[config.mk]
export PLATFORM = sky130hd
export DESIGN_NAME = mul_div_unit_flat
export DESIGN_NICKNAME = d
export VERILOG_FILES = /design/src/rtl/mul_div_unit_if.sv /design/src/rtl/mul_div_unit.sv /design/src/flat_wrapper.sv
export SDC_FILE = /design/constraint.sdc
export NUM_CORES = 1
export LEC_CHECK = 0
export ABC_AREA = 0
export CORE_ASPECT_RATIO = 0.5
export CORE_MARGIN = 8
export CORE_UTILIZATION = 40
export CTS_BUF_LIST = sky130_fd_sc_hd__clkbuf_2 sky130_fd_sc_hd__clkbuf_4 sky130_fd_sc_hd__clkbuf_8
export CTS_CLUSTER_SIZE = 16
export DETAILED_ROUTE_END_ITERATION = 8
export MAX_ROUTING_LAYER = met4
export SETUP_SLACK_MARGIN = 0.15
export SYNTH_ARGS = -nofsm -noshare
export SYNTH_HDL_FRONTEND = slang
export SYNTH_SLANG_ARGS = --single-unit
[constraint.sdc]
create_clock -name clk -period 3.9 [get_ports clk]
set_input_delay 0.39 -clock clk [delete_from_list [all_inputs] [get_ports clk]]
set_output_delay 0.39 -clock clk [all_outputs]
set_load 0.1 [all_outputs]
[src/rtl/mul_div_unit_if.sv]
// Handshake/operand bundle between the instruction control decoder and the
// HI/LO multiply/divide unit. The decoder side drives start/op/operands and
// observes busy/done/results; the unit side is the mirror image.
interface mul_div_unit_if #(
  parameter int WIDTH = 32
);
  logic             start;
  logic [1:0]       div_mul;
  logic [WIDTH-1:0] a;
  logic [WIDTH-1:0] b;
  logic             busy;
  logic             done;
  logic [WIDTH-1:0] hi;
  logic [WIDTH-1:0] lo;
  logic             div_by_zero;

  modport master (
    output start, div_mul, a, b,
    input  busy, done, hi, lo, div_by_zero
  );

  modport slave (
    input  start, div_mul, a, b,
    output busy, done, hi, lo, div_by_zero
  );
endinterface

[src/rtl/mul_div_unit.sv]
// Iterative multiply/divide unit owning the HI/LO register pair.
// Ops: 00 MULTU, 01 MULT, 10 DIVU, 11 DIV. One result bit per CALC cycle,
// sign correction in FIX, results published in DONE with a one-cycle done.
// Optional build macro MDU_EARLY_TERM_EN: multiplies leave CALC as soon as the
// remaining multiplier bits are all zero (divides keep fixed latency).
module mul_div_unit #(
  parameter int WIDTH = 32
) (
  input  logic         clk,
  input  logic         rst,
  mul_div_unit_if.slave bus
);

  localparam int CW = (WIDTH > 1) ? $clog2(WIDTH) : 1;

  typedef enum logic [1:0] {
    S_IDLE,
    S_CALC,
    S_FIX,
    S_DONE
  } state_t;

  state_t r_state;
  state_t w_next;

  // Operation context captured at the start edge
  logic             r_isDiv;
  logic             r_negRes;
  logic             r_negRem;
  logic             r_bZero;
  logic [WIDTH-1:0] r_aRaw;
  logic [CW-1:0]    r_count;

  // Multiplier datapath: shifted multiplicand, consumed multiplier, product
  logic [2*WIDTH-1:0] r_mcand;
  logic [WIDTH-1:0]   r_mplier;
  logic [2*WIDTH-1:0] r_acc;

  // Divider datapath: partial remainder, dividend/quotient shifter, divisor
  logic [WIDTH-1:0] r_rem;
  logic [WIDTH-1:0] r_quot;
  logic [WIDTH-1:0] r_divisor;

  // Registered outputs
  logic             r_busy;
  logic             r_done;
  logic             r_dbz;
  logic [WIDTH-1:0] r_hi;
  logic [WIDTH-1:0] r_lo;

  logic             w_aNeg;
  logic             w_bNeg;
  logic [WIDTH-1:0] w_aAbs;
  logic [WIDTH-1:0] w_bAbs;
  logic [2*WIDTH-1:0] w_mulSum;
  logic [WIDTH:0]   w_divShift;
  logic [WIDTH:0]   w_divTrial;
  logic             w_lastIter;

  // Signed ops work on magnitudes; the most negative value maps to its unsigned magnitude
  assign w_aNeg = bus.div_mul[0] & bus.a[WIDTH-1];
  assign w_bNeg = bus.div_mul[0] & bus.b[WIDTH-1];
  assign w_aAbs = w_aNeg ? -bus.a : bus.a;
  assign w_bAbs = w_bNeg ? -bus.b : bus.b;

  // Shift-add step and restoring-division trial subtract (bit WIDTH is the trial sign)
  assign w_mulSum   = r_acc + (r_mplier[0] ? r_mcand : {2*WIDTH{1'b0}});
  assign w_divShift = {r_rem, r_quot[WIDTH-1]};
  assign w_divTrial = w_divShift - {1'b0, r_divisor};

`ifdef MDU_EARLY_TERM_EN
  assign w_lastIter = (r_count == CW'(WIDTH - 1)) ||
                      (!r_isDiv && (r_mplier[WIDTH-1:1] == '0));
`else
  assign w_lastIter = (r_count == CW'(WIDTH - 1));
`endif

  // State register
  always_ff @(posedge clk) begin
    if (rst) begin
      r_state <= S_IDLE;
    end else begin
      r_state <= w_next;
    end
  end

  // Next-state logic: start is only honoured in IDLE, so busy/DONE starts are dropped
  always_comb begin
    w_next = r_state;
    unique case (r_state)
      S_IDLE: if (bus.start) w_next = S_CALC;
      S_CALC: if (w_lastIter) w_next = S_FIX;
      S_FIX:  w_next = S_DONE;
      S_DONE: w_next = S_IDLE;
      default: w_next = S_IDLE;
    endcase
  end

  // Datapath: latch operands, iterate one bit per cycle, then apply result signs
  always_ff @(posedge clk) begin
    if (rst) begin
      r_isDiv   <= 1'b0;
      r_negRes  <= 1'b0;
      r_negRem  <= 1'b0;
      r_bZero   <= 1'b0;
      r_aRaw    <= '0;
      r_count   <= '0;
      r_mcand   <= '0;
      r_mplier  <= '0;
      r_acc     <= '0;
      r_rem     <= '0;
      r_quot    <= '0;
      r_divisor <= '0;
    end else begin
      unique case (r_state)
        S_IDLE: begin
          if (bus.start) begin
            r_isDiv   <= bus.div_mul[1];
            r_negRes  <= w_aNeg ^ w_bNeg;
            r_negRem  <= w_aNeg;
            r_bZero   <= (bus.b == '0);
            r_aRaw    <= bus.a;
            r_count   <= '0;
            r_mcand   <= {{WIDTH{1'b0}}, w_aAbs};
            r_mplier  <= w_bAbs;
            r_acc     <= '0;
            r_rem     <= '0;
            r_quot    <= w_aAbs;
            r_divisor <= w_bAbs;
          end
        end
        S_CALC: begin
          r_count <= r_count + 1'b1;
          if (r_isDiv) begin
            if (!w_divTrial[WIDTH]) begin
              r_rem  <= w_divTrial[WIDTH-1:0];
              r_quot <= {r_quot[WIDTH-2:0], 1'b1};
            end else begin
              r_rem  <= w_divShift[WIDTH-1:0];
              r_quot <= {r_quot[WIDTH-2:0], 1'b0};
            end
          end else begin
            r_acc    <= w_mulSum;
            r_mcand  <= r_mcand << 1;
            r_mplier <= r_mplier >> 1;
          end
        end
        S_FIX: begin
          if (r_isDiv) begin
            if (r_bZero) begin
              r_quot <= '1;
              r_rem  <= r_aRaw;
            end else begin
              r_quot <= r_negRes ? -r_quot : r_quot;
              r_rem  <= r_negRem ? -r_rem : r_rem;
            end
          end else begin
            r_acc <= r_negRes ? -r_acc : r_acc;
          end
        end
        default: ;
      endcase
    end
  end

  // Outputs lag the state by one edge; HI/LO only update on the DONE edge
  always_ff @(posedge clk) begin
    if (rst) begin
      r_busy <= 1'b0;
      r_done <= 1'b0;
      r_dbz  <= 1'b0;
      r_hi   <= '0;
      r_lo   <= '0;
    end else begin
      r_busy <= (r_state == S_CALC) || (r_state == S_FIX);
      r_done <= (r_state == S_DONE);
      r_dbz  <= (r_state == S_DONE) && r_isDiv && r_bZero;
      if (r_state == S_DONE) begin
        r_hi <= r_isDiv ? r_rem  : r_acc[2*WIDTH-1:WIDTH];
        r_lo <= r_isDiv ? r_quot : r_acc[WIDTH-1:0];
      end
    end
  end

  assign bus.busy        = r_busy;
  assign bus.done        = r_done;
  assign bus.div_by_zero = r_dbz;
  assign bus.hi          = r_hi;
  assign bus.lo          = r_lo;

endmodule

[src/flat_wrapper.sv]
// flat-port wrapper written by rule: the top's interface ports become plain ports
module mul_div_unit_flat 
#(
  parameter int WIDTH = 32
)
  (clk, rst, bus_start, bus_div_mul, bus_a, bus_b, bus_busy, bus_done, bus_hi, bus_lo, bus_div_by_zero);
  mul_div_unit_if #(.WIDTH(WIDTH)) bus_i ();
  input  logic clk;
  input  logic rst;
  input wire logic [$bits(bus_i.start)-1:0] bus_start;
  input wire logic [$bits(bus_i.div_mul)-1:0] bus_div_mul;
  input wire logic [$bits(bus_i.a)-1:0] bus_a;
  input wire logic [$bits(bus_i.b)-1:0] bus_b;
  output wire logic [$bits(bus_i.busy)-1:0] bus_busy;
  output wire logic [$bits(bus_i.done)-1:0] bus_done;
  output wire logic [$bits(bus_i.hi)-1:0] bus_hi;
  output wire logic [$bits(bus_i.lo)-1:0] bus_lo;
  output wire logic [$bits(bus_i.div_by_zero)-1:0] bus_div_by_zero;
  assign bus_i.start = bus_start;
  assign bus_i.div_mul = bus_div_mul;
  assign bus_i.a = bus_a;
  assign bus_i.b = bus_b;
  assign bus_busy = bus_i.busy;
  assign bus_done = bus_i.done;
  assign bus_hi = bus_i.hi;
  assign bus_lo = bus_i.lo;
  assign bus_div_by_zero = bus_i.div_by_zero;
  mul_div_unit #(.WIDTH(WIDTH)) u_core (.clk(clk), .rst(rst), .bus(bus_i));
endmodule
==> metrics.txt <==
Area growth syn-to-layout 18.7%; count of cell types in the netlist 95; Core ar. 62800 um^2; reg2reg end u_core.r_acc[62]; drc violations 0; critical path type flip-flop to flip-flop; share of layout cells above drive strength 1 11.6%; Synth top cells by count 443 x nor2_1, 366 x dfxtp_1, 363 x nand2_1, 302 x a21oi_1, 202 x clkbuf_1; Final period util 92.7%; warnings from Yosys 0; Rows 65; clk buf depth 3; number of global-route vias before repair 23900; Final Hold Vio Count 0; Pre-Repair DR Iteration Count 5; Die Height 194 um; reg-to-reg slack, setup 0.28 ns; Crit Reg-Reg Startpoint u_core.r_mplier[0]; placed cell area 28400 um^2; # hold bufs at CTS 0; Largest stage delay, worst path 0.50 ns; gpl congestion 0.972; RSZ-0062 raised after global routing no; CP arrival 4.29 ns; Starting Density 40.3%; Worst Path Max Fanout 3; logic depth of the worst path, buffers included 16; final core occ 47.9%; Worst Max-Slew Pin Slew 1.18 ns; Req. time, crit path 4.57 ns; Slowest-stage cell, CP or4b_1; outcome completed; I/O Buffers 135; later-pin clock latency in the skew report 0.73 ns; gr usage total 25.2%; CP delay by family, top compound AO/OA/AOI/OAI gates; crit path buf inv count 3; Post-synth ARST share 0%; antenna viol nets, final 0; cell repeated most along the worst path a2111oi_4; hold depth 2; root buf cell clkbuf_8; fillers 6350; synthesized flop and latch total 366; multi-input logic area 17100 um^2; WL final 92.8 mm; FMAX 276 MHz; CTS sink count 366; endpoint class of the critical path flip-flop; vias 25700; Startpoint Class flip-flop; 1st-iter DRT viols 2275; initial antenna violation count 2; first-pass GRT wire length 142 mm; Wirelength per Cell 21.0 um; clock-pin slew on the worst setup and hold paths 0.07 ns; Net Count, Synth 3549; vias per cell 5.80; Endpoint, Worst Hold u_core.r_mcand[50]; fin crit period 3.62 ns; Pwr Total 19.3 mW; mapped cell area 25300 um^2; die width 372 um; post-route design area 30100 um^2; max_cap viols 0; Slew Limit Fails 0; total gr overflow 0; Layout Skew 0.0731 ns; Worst R2R Path Depth 16; DIE AREA 72100 um^2; Avg Cell Area, Syn 7.51 um^2; largest net degree at the start of global routing 103; Synth top area share 28.9%; H-tree depth 2; Layout Nets 3714; Leakage 11.8 nW; I/O Pins 136; ys flop type dfxtp_1; CTS tree yes; hold crit path type input pin to flip-flop; Post-synth EDFFs 0; top cells by area, synth dfxtp_1 29%, nor2_1 6.6%, a21oi_1 6.0%, nand2_1 5.4%, ha_1 5.2%; top-count cell post-synth nor2_1; Slew headroom 21.2%; worst path cell trace and2_4 -> ha_4 -> inv_2 -> fa_2 -> and2b_1 -> o2111ai_2 -> a2111oi_4 -> o31ai_4 -> buf_6 -> a2111oi_4 -> buf_4 -> nor3_4 -> a21oi_2 -> a41oi_2 -> or4b_1 -> nand3_1; # setup viols final 0; sequential cell area 7340 um^2; register area share after synthesis 28.9%; pwr/cell area 642 nW/um^2; dpl hpwl 69.3 mm; dominant cell type by area after synthesis dfxtp_1; cts bufs inserted 57; Post-Syn Instances 3372; peak supply drop 0.505 mV; min-delay src rst
## cells in the final DEF, fill, tap and decap left out, drive strengths merged, types with 10 or more instances in the layout
master           n
o21ai          215
a21o            65
nand3           39
or4             17
nand2b          23
buf            209
mux2i          126
nand2          364
clkdlybuf4s50  134
nand4           30
a211oi         108
a22oi           86
nor3b           12
nand3b          10
clkinv          15
a21oi          303
ha             106
inv             86
dfxtp          366
and2            72
nor2           445
clkbuf          87
or2             15
a221oi          32
or3             32
a31oi           20
o21bai          19
o21a            18
xor2            87
xnor2          118
nor3           100
and3            16
nor4            32
o31ai           25
nor2b           20
o22ai           16
## per-layer routing
| metal | part of all wire, % | wire length [um] | vias up | global-route usage (%) |
|---|---|---|---|---|
| li1 | - | - | 12400 | - |
| met1 | 47 | 43800 | 12200 | 35.6 |
| met2 | 43 | 39600 | 890 | 36.8 |
| met3 | 7.7 | 7130 | 143 | 4.56 |
| met4 | 2.5 | 2310 | 0 | 6.70 |
| met5 | 0 | 0 | - | - |
## through the flow
stage | setup slack [ns] | setup TNS, ns | hold slack, ns | std cells
3_5_place_dp | -0.235 | -0.752 | 0.443 | 4294
2_1_floorplan | 0.206 | 0 | 0.432 | 3372
5_1_grt | 0.130 | 0 | 0.0909 | 4421
4_1_cts | 0.151 | 0 | 0.0589 | 4408
6_report | 0.283 | 0 | 0.0988 | 4422
3_3_place_gp | -0.125 | -0.355 | 0.439 | 4294
## worst max path at each step
stage | from | endpoint | slack, ns
2_1_floorplan | u_core.r_mplier[0] | u_core.r_acc[62] | 0.21
3_3_place_gp | u_core.r_mplier[0] | u_core.r_acc[58] | -0.12
3_5_place_dp | u_core.r_mplier[0] | u_core.r_acc[58] | -0.23
4_1_cts | u_core.r_mplier[0] | u_core.r_acc[62] | 0.15
5_1_grt | u_core.r_mplier[0] | u_core.r_acc[49] | 0.13
6_report | u_core.r_mplier[0] | u_core.r_acc[62] | 0.28
## state kept, by name (all words and copies together) (netlist names), 32 cells and up
| signal | count |
|---|---|
| u_core.r_acc | 64 |
| u_core.r_mcand | 64 |
| u_core.bus.hi | 32 |
| u_core.bus.lo | 32 |
| u_core.r_aRaw | 32 |
| u_core.r_divisor | 32 |
| u_core.r_mplier | 32 |
| u_core.r_quot | 32 |
| u_core.r_rem | 32 |
## timing repair
item,4_1_cts,5_1_grt
buffers inserted,9,11
gates resized for setup,22,25
pin swaps,11,19
endpoints found under the setup margin,25,36
gates cloned,0,1
## report_power, final
group / leakage, nW / switching (mW) / internal (mW)
logic: 8.08 / 6.80 / 3.50
clock network: 0.685 / 1.75 / 1.96
registers: 2.98 / 0.795 / 4.48
total: 11.8 / 9.35 / 9.94
## area by class of cell
class | count | share of cell area [%]
sequential | 366 | 24.4
clock inverter | 19 | 0.529
clock buffer | 86 | 3.69
multi-input combinational | 2684 | 56.7
inverter | 84 | 1.05
antenna | 2 | 0.0167
timing repair buffer | 344 | 10.1
tap | 837 | 3.48
## cells by family after synthesis
kind of cell / after synthesis / synth area share (%)
flip-flops: 366 / 28.9
AO/OA/AOI/OAI: 1000 / 25.3
buffers and inverters: 322 / 4.88
AND/OR/NAND/NOR: 1242 / 23.3
adder cells (fa/ha/maj): 108 / 5.39
XOR/XNOR: 205 / 7.12
multiplexers: 129 / 5.11
No activity file was read; power rests on OpenSTA's default activity.
